<file path="src/rtl/amba_axi_pkg.sv">
// Shared AXI3 initiator definitions: FSM states, fixed AR/AW
// attribute encodings and the read-beat buffer entry layout.
package amba_axi_pkg;

  typedef enum logic [1:0] {
    ST_IDLE,
    ST_ADDR,
    ST_DATA,
    ST_DRAIN
  } axi_state_e;

  localparam logic [2:0] SIZE_WORD     = 3'b010;
  localparam logic [1:0] BURST_INCR    = 2'b01;
  localparam logic [1:0] RESP_OKAY     = 2'b00;
  localparam logic [1:0] LOCK_NORMAL   = 2'b00;
  localparam logic [3:0] CACHE_DEFAULT = 4'b0001;
  localparam logic [2:0] PROT_DEFAULT  = 3'b010;

  typedef struct packed {
    logic [31:0] data;
    logic        last;
    logic        err;
  } rbeat_t;

  localparam int RBEAT_W = $bits(rbeat_t);

endpackage

</file>
<file path="src/rtl/amba_axi_rfifo.sv">
// 2-entry synchronous FIFO for read beats {data, last, err}.
// Ports: push/wdata in, pop in, rdata = head entry, count = fill level.
module amba_axi_rfifo
  import amba_axi_pkg::*;
#(
  parameter int W = RBEAT_W
) (
  input  logic         aclk,
  input  logic         aresetn,
  input  logic         push,
  input  logic [W-1:0] wdata,
  input  logic         pop,
  output logic [W-1:0] rdata,
  output logic [1:0]   count
);

  logic [W-1:0] mem0;
  logic [W-1:0] mem1;
  logic         wptr;
  logic         rptr;
  logic         do_push;
  logic         do_pop;

  assign do_push = push & (count != 2'd2);
  assign do_pop  = pop & (count != 2'd0);
  assign rdata   = rptr ? mem1 : mem0;

  always_ff @(posedge aclk or negedge aresetn) begin
    if (!aresetn) begin
      mem0  <= '0;
      mem1  <= '0;
      wptr  <= 1'b0;
      rptr  <= 1'b0;
      count <= 2'd0;
    end else begin
      if (do_push) begin
        if (wptr) mem1 <= wdata;
        else      mem0 <= wdata;
        wptr <= ~wptr;
      end
      if (do_pop) rptr <= ~rptr;
      count <= count + {1'b0, do_push}
                     - {1'b0, do_pop};
    end
  end

endmodule

</file>
<file path="src/rtl/amba_axi_read.sv">
// AXI3 read initiator: one INCR burst per AAC request, beats streamed
// to the AAC core through a 2-entry FIFO with last/error marking.
// Ports: aac* request/stream side, ar*/r* AXI3 read channels.
module amba_axi_read
  import amba_axi_pkg::*;
(
  input  logic        aclk,
  input  logic        aresetn,
  input  logic [31:0] aacaddr,
  input  logic [3:0]  aaclen,
  input  logic        aacaddrvalid,
  output logic        aacaddrready,
  output logic [31:0] aacdata,
  output logic        aacdatavalid,
  output logic        aacdatalast,
  output logic        aacerror,
  input  logic        aacdataready,
  output logic [3:0]  arid,
  output logic [31:0] araddr,
  output logic [3:0]  arlen,
  output logic [2:0]  arsize,
  output logic [1:0]  arburst,
  output logic [1:0]  arlock,
  output logic [3:0]  arcache,
  output logic [2:0]  arprot,
  output logic        arvalid,
  input  logic        arready,
  input  logic [3:0]  rid,
  input  logic [31:0] rdata,
  input  logic [1:0]  rresp,
  input  logic        rlast,
  input  logic        rvalid,
  output logic        rready
);

  localparam logic [3:0] ARID = 4'b0010;

  axi_state_e state;
  axi_state_e state_nxt;

  logic [4:0]         cnt;
  logic               err_flag;
  logic [1:0]         fcount;
  logic               push;
  logic               pop;
  logic               beat_bad;
  logic               overrun;
  rbeat_t             wbeat;
  rbeat_t             head;
  logic [RBEAT_W-1:0] head_raw;

  assign arid    = ARID;
  assign arsize  = SIZE_WORD;
  assign arburst = BURST_INCR;
  assign arlock  = LOCK_NORMAL;
  assign arcache = CACHE_DEFAULT;
  assign arprot  = PROT_DEFAULT;

  assign aacaddrready = (state == ST_IDLE);
  // Only registered terms here: the AAC ready must not reach rready.
  assign rready = (state == ST_DATA) & (fcount != 2'd2);

  assign push = rvalid & rready;
  assign pop  = aacdatavalid & aacdataready;

  assign beat_bad = (rresp != RESP_OKAY) | (rid != ARID);
  // Beat index arlen should carry rlast; if not, the burst ran long.
  assign overrun  = (cnt == {1'b0, arlen}) & ~rlast;

  always_comb begin
    wbeat      = '0;
    wbeat.data = rdata;
    wbeat.last = rlast;
    wbeat.err  = err_flag | beat_bad
               | (cnt != {1'b0, arlen});
  end

  amba_axi_rfifo #(.W(RBEAT_W)) u_fifo (
    .aclk    (aclk),
    .aresetn (aresetn),
    .push    (push),
    .wdata   (wbeat),
    .pop     (pop),
    .rdata   (head_raw),
    .count   (fcount)
  );

  assign head         = rbeat_t'(head_raw);
  assign aacdatavalid = (fcount != 2'd0);
  assign aacdata      = head.data;
  assign aacdatalast  = aacdatavalid & head.last;
  assign aacerror     = aacdatalast & head.err;

  always_ff @(posedge aclk or negedge aresetn) begin
    if (!aresetn) state <= ST_IDLE;
    else          state <= state_nxt;
  end

  always_comb begin
    state_nxt = state;
    unique case (state)
      ST_IDLE:  if (aacaddrvalid) state_nxt = ST_ADDR;
      ST_ADDR:  if (arready) state_nxt = ST_DATA;
      ST_DATA:  if (push & rlast) state_nxt = ST_DRAIN;
      ST_DRAIN: begin
        if ((fcount == 2'd0) ||
            ((fcount == 2'd1) && pop))
          state_nxt = ST_IDLE;
      end
      default:  state_nxt = ST_IDLE;
    endcase
  end

  always_ff @(posedge aclk or negedge aresetn) begin
    if (!aresetn) begin
      araddr   <= '0;
      arlen    <= '0;
      arvalid  <= 1'b0;
      cnt      <= '0;
      err_flag <= 1'b0;
    end else begin
      if ((state == ST_IDLE) && aacaddrvalid) begin
        araddr   <= aacaddr & 32'hFFFF_FFFC;
        arlen    <= aaclen;
        arvalid  <= 1'b1;
        cnt      <= '0;
        err_flag <= 1'b0;
      end
      if ((state == ST_ADDR) && arready)
        arvalid <= 1'b0;
      if (push) begin
        cnt      <= cnt + 5'd1;
        err_flag <= err_flag | beat_bad | overrun;
      end
    end
  end

endmodule

</file>
<file path="config.mk">
export PLATFORM = sky130hd
export DESIGN_NAME = amba_axi_read
export DESIGN_NICKNAME = d
export VERILOG_FILES = /design/src/rtl/amba_axi_pkg.sv /design/src/rtl/amba_axi_rfifo.sv /design/src/rtl/amba_axi_read.sv
export SDC_FILE = /design/constraint.sdc
export NUM_CORES = 1
export LEC_CHECK = 0
export ABC_CLOCK_PERIOD_IN_PS = 2790
export CAP_MARGIN = 0
export CORE_AREA = 2 2 114 116
export CTS_CLUSTER_DIAMETER = 80
export DETAILED_ROUTE_END_ITERATION = 7
export DIE_AREA = 0 0 116 118
export PLACE_DENSITY = 0.86
export SLEW_MARGIN = 40
export SYNTH_ARGS = -nofsm -noshare
export SYNTH_HDL_FRONTEND = slang
export SYNTH_HIERARCHICAL = 1
export SYNTH_SLANG_ARGS = --single-unit
</file>
<file path="constraint.sdc">
create_clock -name aclk -period 2.79 [get_ports aclk]
set_clock_uncertainty 0.15 [all_clocks]
set_input_delay 0.4185 -clock aclk [delete_from_list [all_inputs] [get_ports aclk]]
set_output_delay 0.4185 -clock aclk [all_outputs]
set_load 0.01 [all_outputs]
</file>
### After elaboration in Yosys (flattened, before gate mapping)

Cells that the tools add are included.

| word-level totals | value |
|---|---|
| flip-flop bits (word level) | 115 |
| input port bits | 81 |
| output and inout port bits | 92 |

| cells by class | value |
|---|---|
| $add $sub $neg | 3 |
| eq/ne operators | 12 |
| muxes and demuxes | 12 |
| bitwise gates (word level) | 16 |
| reductions and logical operators | 13 |

Operators with widths:

| kind | number |
|---|---|
| 2-to-1 mux 34 bit | 1 |
| 2-to-1 mux 5 bit | 2 |
| bitwise AND 1 bit | 9 |
| 2-to-1 mux 2 bit | 4 |
| inequality test 2 bit, second input constant | 4 |
| case mux 2 bit (4 select lines) | 1 |
| nonzero test 2 bit | 4 |
| adder 5 x 1 -> 5 bit, second input constant | 1 |
| == test 5 x 4 -> 1 bit | 1 |
| inequality test 5 x 4 -> 1 bit | 1 |
| == test 2 x 1 -> 1 bit, second input constant | 2 |
| == test 2 bit, second input constant | 2 |
| logical NOT 2 bit | 2 |
| 2-to-1 mux 1 bit | 4 |
| inequality test 4 x 2 -> 1 bit, second input constant | 1 |
| OR 1 bit | 4 |
| AND reduction 2 bit | 2 |
| AND reduction 4 bit | 1 |
| logical AND 1 bit | 3 |
| NOT 1 bit | 3 |
| adder 2 x 1 -> 2 bit | 1 |
| inequality test 2 x 1 -> 1 bit, second input constant | 1 |
| subtractor 2 x 1 -> 2 bit | 1 |
| logical OR 1 bit | 1 |

### Logic depth before layout (Yosys ltp)

Gate-level depths: netlist of the first run.

| depth | value |
|---|---|
| word-level depth | 6 |
| depth in mapped cells | 11 |
| depth with buffers taken out | 10 |

### Cells and area by module

The synthesis of the first run kept the hierarchy.

Modules (own cells, without submodules):

| module | instances | cells an instance | area each (µm²) | seq. area each (µm²) |
|---|---|---|---|---|
| amba_axi_rfifo | 1 | 198 | 3408.3 | 1801.7 |
| amba_axi_read | 1 | 163 | 2054.5 | 1076.0 |

### Least setup slack after synthesis of the first run

No wires, ideal clock.

| timing path | value |
|---|---|
| path type | register to register |
| start point | reg state[0] |
| end point | reg u_fifo.count[1] |
| library setup time | 0.125 ns |
| arrival time | 1.856 ns |
| data required time | 2.515 ns |
| slack | 0.660 ns |
| cell stages (with the launch flop) | 12 |
| path buffers | 1 |
| path through | dfrtp_1 inv_1 ha_1 nand3_1 buf_2 inv_1 nand2_1 ha_1 inv_1 ha_1 xnor2_1 xnor2_1 |

| on the way | value |
|---|---|
| word-level cells in the longest chain between the ends | 6 |

RTL lines:

| element | line | RTL |
|---|---|---|
| from (decl) | amba_axi_read.sv:38 | `axi_state_e state;` |
| from (signal assigned) | amba_axi_read.sv:96 | `else state <= state_nxt;` |
| == test 2 bit | amba_axi_read.sv:61 | `assign rready = (state == ST_DATA) & (fcount != 2'd2);` |
| bitwise AND 1 bit | amba_axi_read.sv:61 |  |
| bitwise AND 1 bit | amba_axi_read.sv:63 | `assign push = rvalid & rready;` |
| net push | amba_axi_read.sv:44 | `logic push;` |
| bitwise AND 1 bit | amba_axi_rfifo.sv:24 | `assign do_push = push & (count != 2'd2);` |
| adder 2 x 1 -> 2 bit | amba_axi_rfifo.sv:42 | `count <= count + {1'b0, do_push}` |
| subtractor 2 x 1 -> 2 bit | amba_axi_rfifo.sv:43 | `- {1'b0, do_pop};` |
| to (signal assigned) | amba_axi_rfifo.sv:42 |  |
| to (decl) | amba_axi_rfifo.sv:14 | `output logic [1:0] count` |

The timed path passes the listed nets, and every way through them passes these cells.
A chain may end at the register's enable or synchronous reset.

### Final worst setup path of the first run

| timing path | value |
|---|---|
| start point | reg u_fifo.rptr |
| end point | out aacdata[15] |

| on the way | value |
|---|---|
| word-level cells in the longest chain between the ends | 1 |

RTL lines:

| element | line | RTL |
|---|---|---|
| from (decl) | amba_axi_rfifo.sv:20 | `logic rptr;` |
| from (signal assigned) | amba_axi_rfifo.sv:41 | `if (do_pop) rptr <= ~rptr;` |
| 2-to-1 mux 34 bit | amba_axi_rfifo.sv:26 | `assign rdata = rptr ? mem1 : mem0;` |
| to (decl) | amba_axi_read.sv:13 | `output logic [31:0] aacdata,` |

Every way passes these cells.

==> results of run 1 <==
## per-stage QoR
step / setup slack (ns) / std cells / hold slack (ns)
final: 0.2438 / 707 / 0.3241
after global routing: 0.1401 / 707 / 0.3582
after CTS: 0.1857 / 707 / 0.3153
after detailed placement: 0.4381 / 675 / 0.2182
after global placement: 0.4687 / 675 / 0.2111
after floorplan: 0.6597 / 379 / -0.02709
## per-layer routing
layer	vias up	track usage	part of all wire
met3	12	0.07621	0.062
met4	0	0.05060	0.011
li1	1546	-	-
met1	1681	0.2143	0.41
met2	100	0.2939	0.52
met5	-	0	0
## layout make-up
class	instances	area, um2	share of cell area
clock buffers	17	425.4	0.05589
inverters	8	30.03	0.003945
repair buffers	162	1617	0.2124
multi-input cells	219	2306	0.3030
clock inverters	14	140.1	0.01841
flip-flops and latches	115	2878	0.3781
well taps	172	215.2	0.02828
## sequential cells by signal, summed over array words and instances, names as in the netlist
signal and flops:
u_fifo/rptr 1, u_fifo/mem1 34, araddr 30, err_flag 1, arvalid 1, u_fifo/wptr 1, arlen 4, cnt 5
u_fifo/mem0 34, state 2, u_fifo/count 2
## cells in the final DEF (no fill, tap or decap), drive strengths merged, types with 3 or more instances in the layout
cell	synthesis	final
xor2	7	7
dfrtp	115	115
clkdlybuf4s50	0	149
xnor2	3	3
clkbuf	0	17
inv	8	9
conb	2	20
and2	4	4
nor3	3	3
buf	37	12
nand3	9	9
mux2	137	137
clkinvlp	0	5
clkinv	0	6
o21ai	6	6
ha	8	8
nand2	3	3
## logic make-up (layout without fill, tap and decap cells)
family,count (synthesis),count (layout),share of synthesized area
other cells,2,20,0.001375
xor+xnor,10,10,0.01603
buf+inv,45,201,0.06390
compound gates,13,13,0.01535
flops,115,115,0.5268
fa+ha+maj,8,8,0.01832
mux,138,138,0.3255
simple gates,30,30,0.03275
## synth_stat cells
library cell  instances  share of area
dfrtp_1             115           0.53
mux2_2               77           0.16
mux2_4               60           0.16
buf_4                23          0.032
nand3_1               9         0.0082
ha_1                  8          0.018
inv_1                 8         0.0055
xor2_1                7          0.011
buf_2                 6         0.0055
o21ai_0               6         0.0055
buf_6                 5          0.010
and2_1                4         0.0046
buf_12                3          0.011
nand2_1               3         0.0021
nor3_1                3         0.0027
xnor2_1               3         0.0048
and3_1                2         0.0023
conb_1                2         0.0014
nand2b_1              2         0.0023
a21o_1                1         0.0014
a21oi_1               1        0.00092
a22oi_1               1         0.0014
a2bb2oi_1             1         0.0016
a31o_2                1         0.0016
a32oi_1               1         0.0016
and3b_1               1         0.0016
mux2i_1               1         0.0018
nor2_1                1        0.00069
nor2b_1               1         0.0011
nor3b_1               1         0.0014
nor4b_2               1         0.0027
o21a_1                1         0.0014
or2_2                 1         0.0011
or4b_1                1         0.0018
## worst max-delay path, cell delays in order, from the launching register on
cell and delay (ns):
dfrtp_1 0.40, buf_4 0.30, mux2_2 0.37, clkdlybuf4s50_1 0.50
## power groups by stage
stage / clock [mW] / sequential (mW) / combinational [mW]
after floorplan: 0 / 3.00 / 2.39
after CTS: 2.12 / 2.99 / 4.23
final: 2.06 / 2.99 / 4.17
after global routing: 2.19 / 3.09 / 4.47
after global placement: 0 / 2.94 / 4.08
after detailed placement: 0 / 3.01 / 4.19
## what timing repair did
action	in CTS	in global routing
buffers inserted	0	0
resized for setup	0	0
setup endpoints to repair	0	0
endpoints found under the hold margin	27	0
hold buffers	1	0
## worst min path at each step
stage | start | endpoint | slack [ns] | cells past startpoint
final | aresetn | araddr[18] | 0.32 | 2
after global routing | aresetn | araddr[18] | 0.36 | 2
after CTS | aresetn | arlen[0] | 0.32 | 2
after detailed placement | aresetn | araddr[18] | 0.22 | 1
after global placement | aresetn | araddr[18] | 0.21 | 1
after floorplan | aresetn | araddr[10] | -0.03 | 0
==> results.sh, run 1 <==
export IMPL_nFillCells=980
export IMPL_final_setup_viol_count=0
export IMPL_crit_start="u_fifo/rptr"
export IMPL_grt_pass1_wl_um=18820
export IMPL_synth_area_mm2=0.005463
export IMPL_io_pin_count=173
export IMPL_setup_tns_ns=0
export IMPL_peakVddDrop_mv=0.6877
export IMPL_p_per_area_mw_per_mm2=1211
export IMPL_initial_core_util=0.4400
export IMPL_htree_levels=4
export IMPL_reg2reg_to="u_fifo/mem1[33]"
export IMPL_netlist_instances=361
export IMPL_status="finished clean"
export IMPL_nNetsFinal=612
export IMPL_antenna_cells=0
export IMPL_max_freq_ghz=0.3927
export IMPL_cap_violations=0
export IMPL_reg2regPathDepth=7
export IMPL_wl_um=11400
export IMPL_ys_seq_elements=115
export IMPL_antenna_found_initial=0
export IMPL_endpoint="aacdata[15]"
export IMPL_final_min_clock_period_ns=2.546
export IMPL_clock_latency_ns=0.41
export IMPL_p_clk_frac=0.224
export IMPL_dp_hpwl_um=8062
export IMPL_synth_cell_types=34
export IMPL_port_buffers=150
export IMPL_grt_ovfl_total=0
export IMPL_grtUsageTotal=0.1792
export IMPL_antenna_left=0
export IMPL_yosys_warnings=6
export IMPL_die_y_um=118
export IMPL_cts_tree="built"
export IMPL_fin_area_mm2=0.007611
export IMPL_drive_above_1_share=0.3458
export IMPL_total_power_mw=9.214
export IMPL_fp_coreArea_mm2=0.01241
export IMPL_grt_pass1_vias=3723
export IMPL_critPathKind="reg -> out"
export IMPL_clk_pin_slew_ns=0.05
export IMPL_drc=0
export IMPL_p_int_mw=6.500
export IMPL_min_path_type="in -> async"
export IMPL_start_kind="flop"
export IMPL_wire_per_inst_um=16.12
export IMPL_p_comb_frac=0.452
export IMPL_placed_area_mm2=0.007036
export IMPL_die_w_um=116
export IMPL_slew_headroom=0.6580
export IMPL_r2r_start="state[0]"
export IMPL_grt_max_degree=48
export IMPL_cts_buffers=17
export IMPL_p_leak_nw=3.327
export IMPL_root_buffer="clkbuf_16"
export IMPL_r2r_setup_slack_ns=0.63
export IMPL_pwr_share_seq=0.324
export IMPL_avgSynthCellArea_um2=15.13
export IMPL_cp_max_fo=17
export IMPL_place_congestion=0.7364
export IMPL_period_share=0.9126
export IMPL_syn2layout_area_growth_pct=39.33
export IMPL_dr_pass1_iters=4
export IMPL_arrival_ns=1.98
export IMPL_drt_iter0_drc=157
export IMPL_worst_pin_slew_ns=0.5130
export IMPL_rsz0062_at_grt="no"
export IMPL_drv_slew=0
export IMPL_final_util=0.6131
export IMPL_die_area_mm2=0.01369
export IMPL_rows=41
export IMPL_seq_area_frac_synth=0.5268
export IMPL_via_count=3339
export IMPL_p_sw_frac=0.2946
export IMPL_cp_end_kind="output port"
export IMPL_via_per_inst=4.723
export IMPL_clk_path_buf_depth=2
export IMPL_hold_viol_final=0
export IMPL_required_ns=2.22
export IMPL_clock_sinks=115
export IMPL_power_switching_mw=2.714
Note: power is estimated with default switching activity, not from simulation.
==> run 2, diff against run 1 <==
- CORE_AREA: 2 2 114 116 -> 2 2 111 113
- CTS_CLUSTER_SIZE: not set -> 8
- DIE_AREA: 0 0 116 118 -> 0 0 113 115
- PLACE_DENSITY: 0.86 -> 0.87
- SYNTH_HIERARCHICAL: 1 -> not set
==> run 2 against run 1 <==
Compared with the run above: clock power rose by 20%; final area fell by 2.4%; critical path depth is 2 higher; largest power group unchanged; area after synthesis fell by 5.6%; non-clock buffer count is 4 lower; die area decreased by 5.1%; global-route usage grew 0.65 points; count of clock-buffer cells in the layout increased by 2; worst hold slack better by 0.024 ns; the flow now finishes with violations (DRC); synthesized cell count is 1.7% lower; largest cell class unchanged; sequential share of layout area grew 0.92 points.
==> results.sh, run 2 <==
export IMPL_slew_headroom=0.5535
export IMPL_dominantRegCellSynth="dfrtp_1"
export IMPL_seq_area_frac_synth=0.5583
export IMPL_r2r_start="state[0]"
export IMPL_yosysTopAreaCell="dfrtp_1"
export IMPL_final_cells=675
export IMPL_p_per_area_mw_per_mm2=1255
export IMPL_antenna_cells=0
export IMPL_violations="DRC"
export IMPL_worst_pin_slew_ns=0.6698
export IMPL_hold_viol_final=0
export IMPL_drive_above_1_share=0.3447
export IMPL_start_kind="flop"
export IMPL_netlist_area_leader_share=0.5583
export IMPL_cts_resized=0
export IMPL_synth_edff_count=0
export IMPL_rows=40
export IMPL_post_synth_top_count_cell="mux2_2"
export IMPL_layout_commonest_cell="clkdlybuf4s50_1"
export IMPL_avgSynthCellArea_um2=14.52
export IMPL_root_buffer="clkbuf_16"
export IMPL_ys_seq_elements=115
export IMPL_wl_um=11280
export IMPL_place_congestion=0.7849
export IMPL_final_min_clock_period_ns=2.496
export IMPL_die_w_um=113
export IMPL_status="complete, but fails checks"
export IMPL_dr_pass1_iters=6
export IMPL_clock_sinks=115
export IMPL_die_y_um=115
export IMPL_nNetsFinal=603
export IMPL_grt_pass1_wl_um=18640
export IMPL_reg2regPathDepth=6
export IMPL_io_pin_count=173
export IMPL_reg_top3="u_fifo.mem0: 34 flops, u_fifo.mem1: 34 flops, araddr: 30 flops"
export IMPL_initial_core_util=0.4364
export IMPL_final_setup_viol_count=0
export IMPL_grt_max_degree=58
export IMPL_setup_ws_ns=0.2943
export IMPL_via_count=3349
export IMPL_async_flop_share=1.000
export IMPL_peakVddDrop_mv=0.6597
export IMPL_critPathKind="reg -> out"
export IMPL_rsz0062_at_grt="no"
export IMPL_arrival_ns=1.93
export IMPL_max_freq_ghz=0.4007
export IMPL_total_power_mw=9.322
export IMPL_yosys_top_cells_area="dfrtp_1, mux2_2, buf_4"
export IMPL_via_per_inst=4.961
export IMPL_syn2layout_area_growth_pct=44.15
export IMPL_required_ns=2.22
export IMPL_place_ws_ns=0.3815
export IMPL_min_path_type="reg -> reg"
export IMPL_netlist_instances=355
export IMPL_cts_buffers=17
export IMPL_clk_pin_slew_ns=0.05
export IMPL_htree_levels=4
export IMPL_drc=11
export IMPL_yosys_warnings=0
export IMPL_drt_iter0_drc=161
export IMPL_cp_max_fo=4
export IMPL_hold_path_end="u_fifo.mem0[31]"
export IMPL_placed_cells=642
export IMPL_synth_area_mm2=0.005155
export IMPL_die_area_mm2=0.01300
export IMPL_placed_area_mm2=0.006738
export IMPL_drv_slew=0
export IMPL_grtUsageTotal=0.1857
export IMPL_synth_cell_types=35
export IMPL_dp_hpwl_um=7722
export IMPL_antenna_found_initial=0
export IMPL_setup_tns_ns=0
export IMPL_fin_area_mm2=0.007431
export IMPL_r2r_setup_slack_ns=0.57
export IMPL_post_cts_buffers=0
export IMPL_min_from="u_fifo.mem0[31]"
export IMPL_cp_end_kind="output port"
export IMPL_antenna_left=0
export IMPL_reg2reg_to="u_fifo.mem1[29]"
export IMPL_clk_path_buf_depth=2
export IMPL_p_leak_nw=3.182
export IMPL_cts_tree="built"
export IMPL_grt_pass1_vias=3808
export IMPL_grt_ovfl_total=0
export IMPL_whs_path_depth=1
export IMPL_fp_coreArea_mm2=0.01181
export IMPL_wire_per_inst_um=16.71
export IMPL_port_buffers=150
export IMPL_period_share=0.8945
export IMPL_clock_latency_ns=0.41
export IMPL_cap_violations=0
export IMPL_synth_commonest_cells="mux2_2, dfrtp_1, buf_4, buf_2"
export IMPL_final_cell_mix="clkdlybuf4s50_1, mux2_2, dfrtp_1"
==> run 2: power by group <==
part | leakage (nW) | switching (mW) | internal, mW | total (mW)
logic | 1.49 | 1.46 | 2.42 | 3.88
registers | 1.38 | 0.468 | 2.50 | 2.97
clock network | 0.313 | 0.751 | 1.72 | 2.47
total | 3.18 | 2.68 | 6.64 | 9.32
==> run 2: metrics by stage <==
stage	hold slack [ns]	util
floorplan	-0.02709	-
global placement	0.3254	0.5704
detailed placement	0.3397	0.5704
CTS	0.3520	0.6291
global route	0.3601	0.6291
finish	0.3482	0.6291
==> run 2: timing repair <==
item	in CTS	in global routing
endpoints found under the setup margin	0	0
hold buffers	1	0
endpoints found under the hold margin	50	0
==> run 2: metal layers <==
layer	track usage	vias up	wire, um
li1	-	1535	-
met1	0.2018	1656	4444
met2	0.3182	141	5641
met3	0.08276	17	1001
met4	0.07724	0	189
met5	0	-	0
==> run 2: final cells by class <==
type	count	area, um2
clock inverter	13	230.2
tap	147	183.9
sequential	115	2878
fill	866	4380
clock buffer	19	452.9
timing repair buffer	158	1587
inverter	8	30.03
multi-input combinational	215	2069
==> run 2: critical path, cell delays in order, from the launching register on <==
cell and delay [ns]:
dfrtp_1 0.41, inv_1 0.11, ha_1 0.23, inv_1 0.07
a21oi_1 0.15, clkdlybuf4s50_1 0.56
==> run 2: worst max-delay path by stage <==
stage                           start               to  slack [ns]  cells after the start
final                        state[0]           rready        0.29                      5
after global placement         rvalid  u_fifo.mem1[11]        0.42                      5
after global routing         state[0]           rready        0.20                      5
after floorplan              state[0]       araddr[10]        0.93                      6
after detailed placement       rvalid  u_fifo.mem1[29]        0.38                      5
after CTS                 u_fifo.rptr      aacdata[29]        0.26                      3
==> run 2: cell families (layout without fill, tap and decap cells) <==
kind of cell / after synthesis / in the layout / synth area share
muxes: 138 / 138 / 0.3015
and+or+nand+nor: 29 / 29 / 0.03641
other: 2 / 20 / 0.001457
buffers and inverters: 43 / 198 / 0.05437
AOI/OAI and AO/OA: 11 / 11 / 0.01408
adders and majority gates: 7 / 7 / 0.01699
DFF: 115 / 115 / 0.5583
xor gates and xnor gates: 10 / 10 / 0.01699
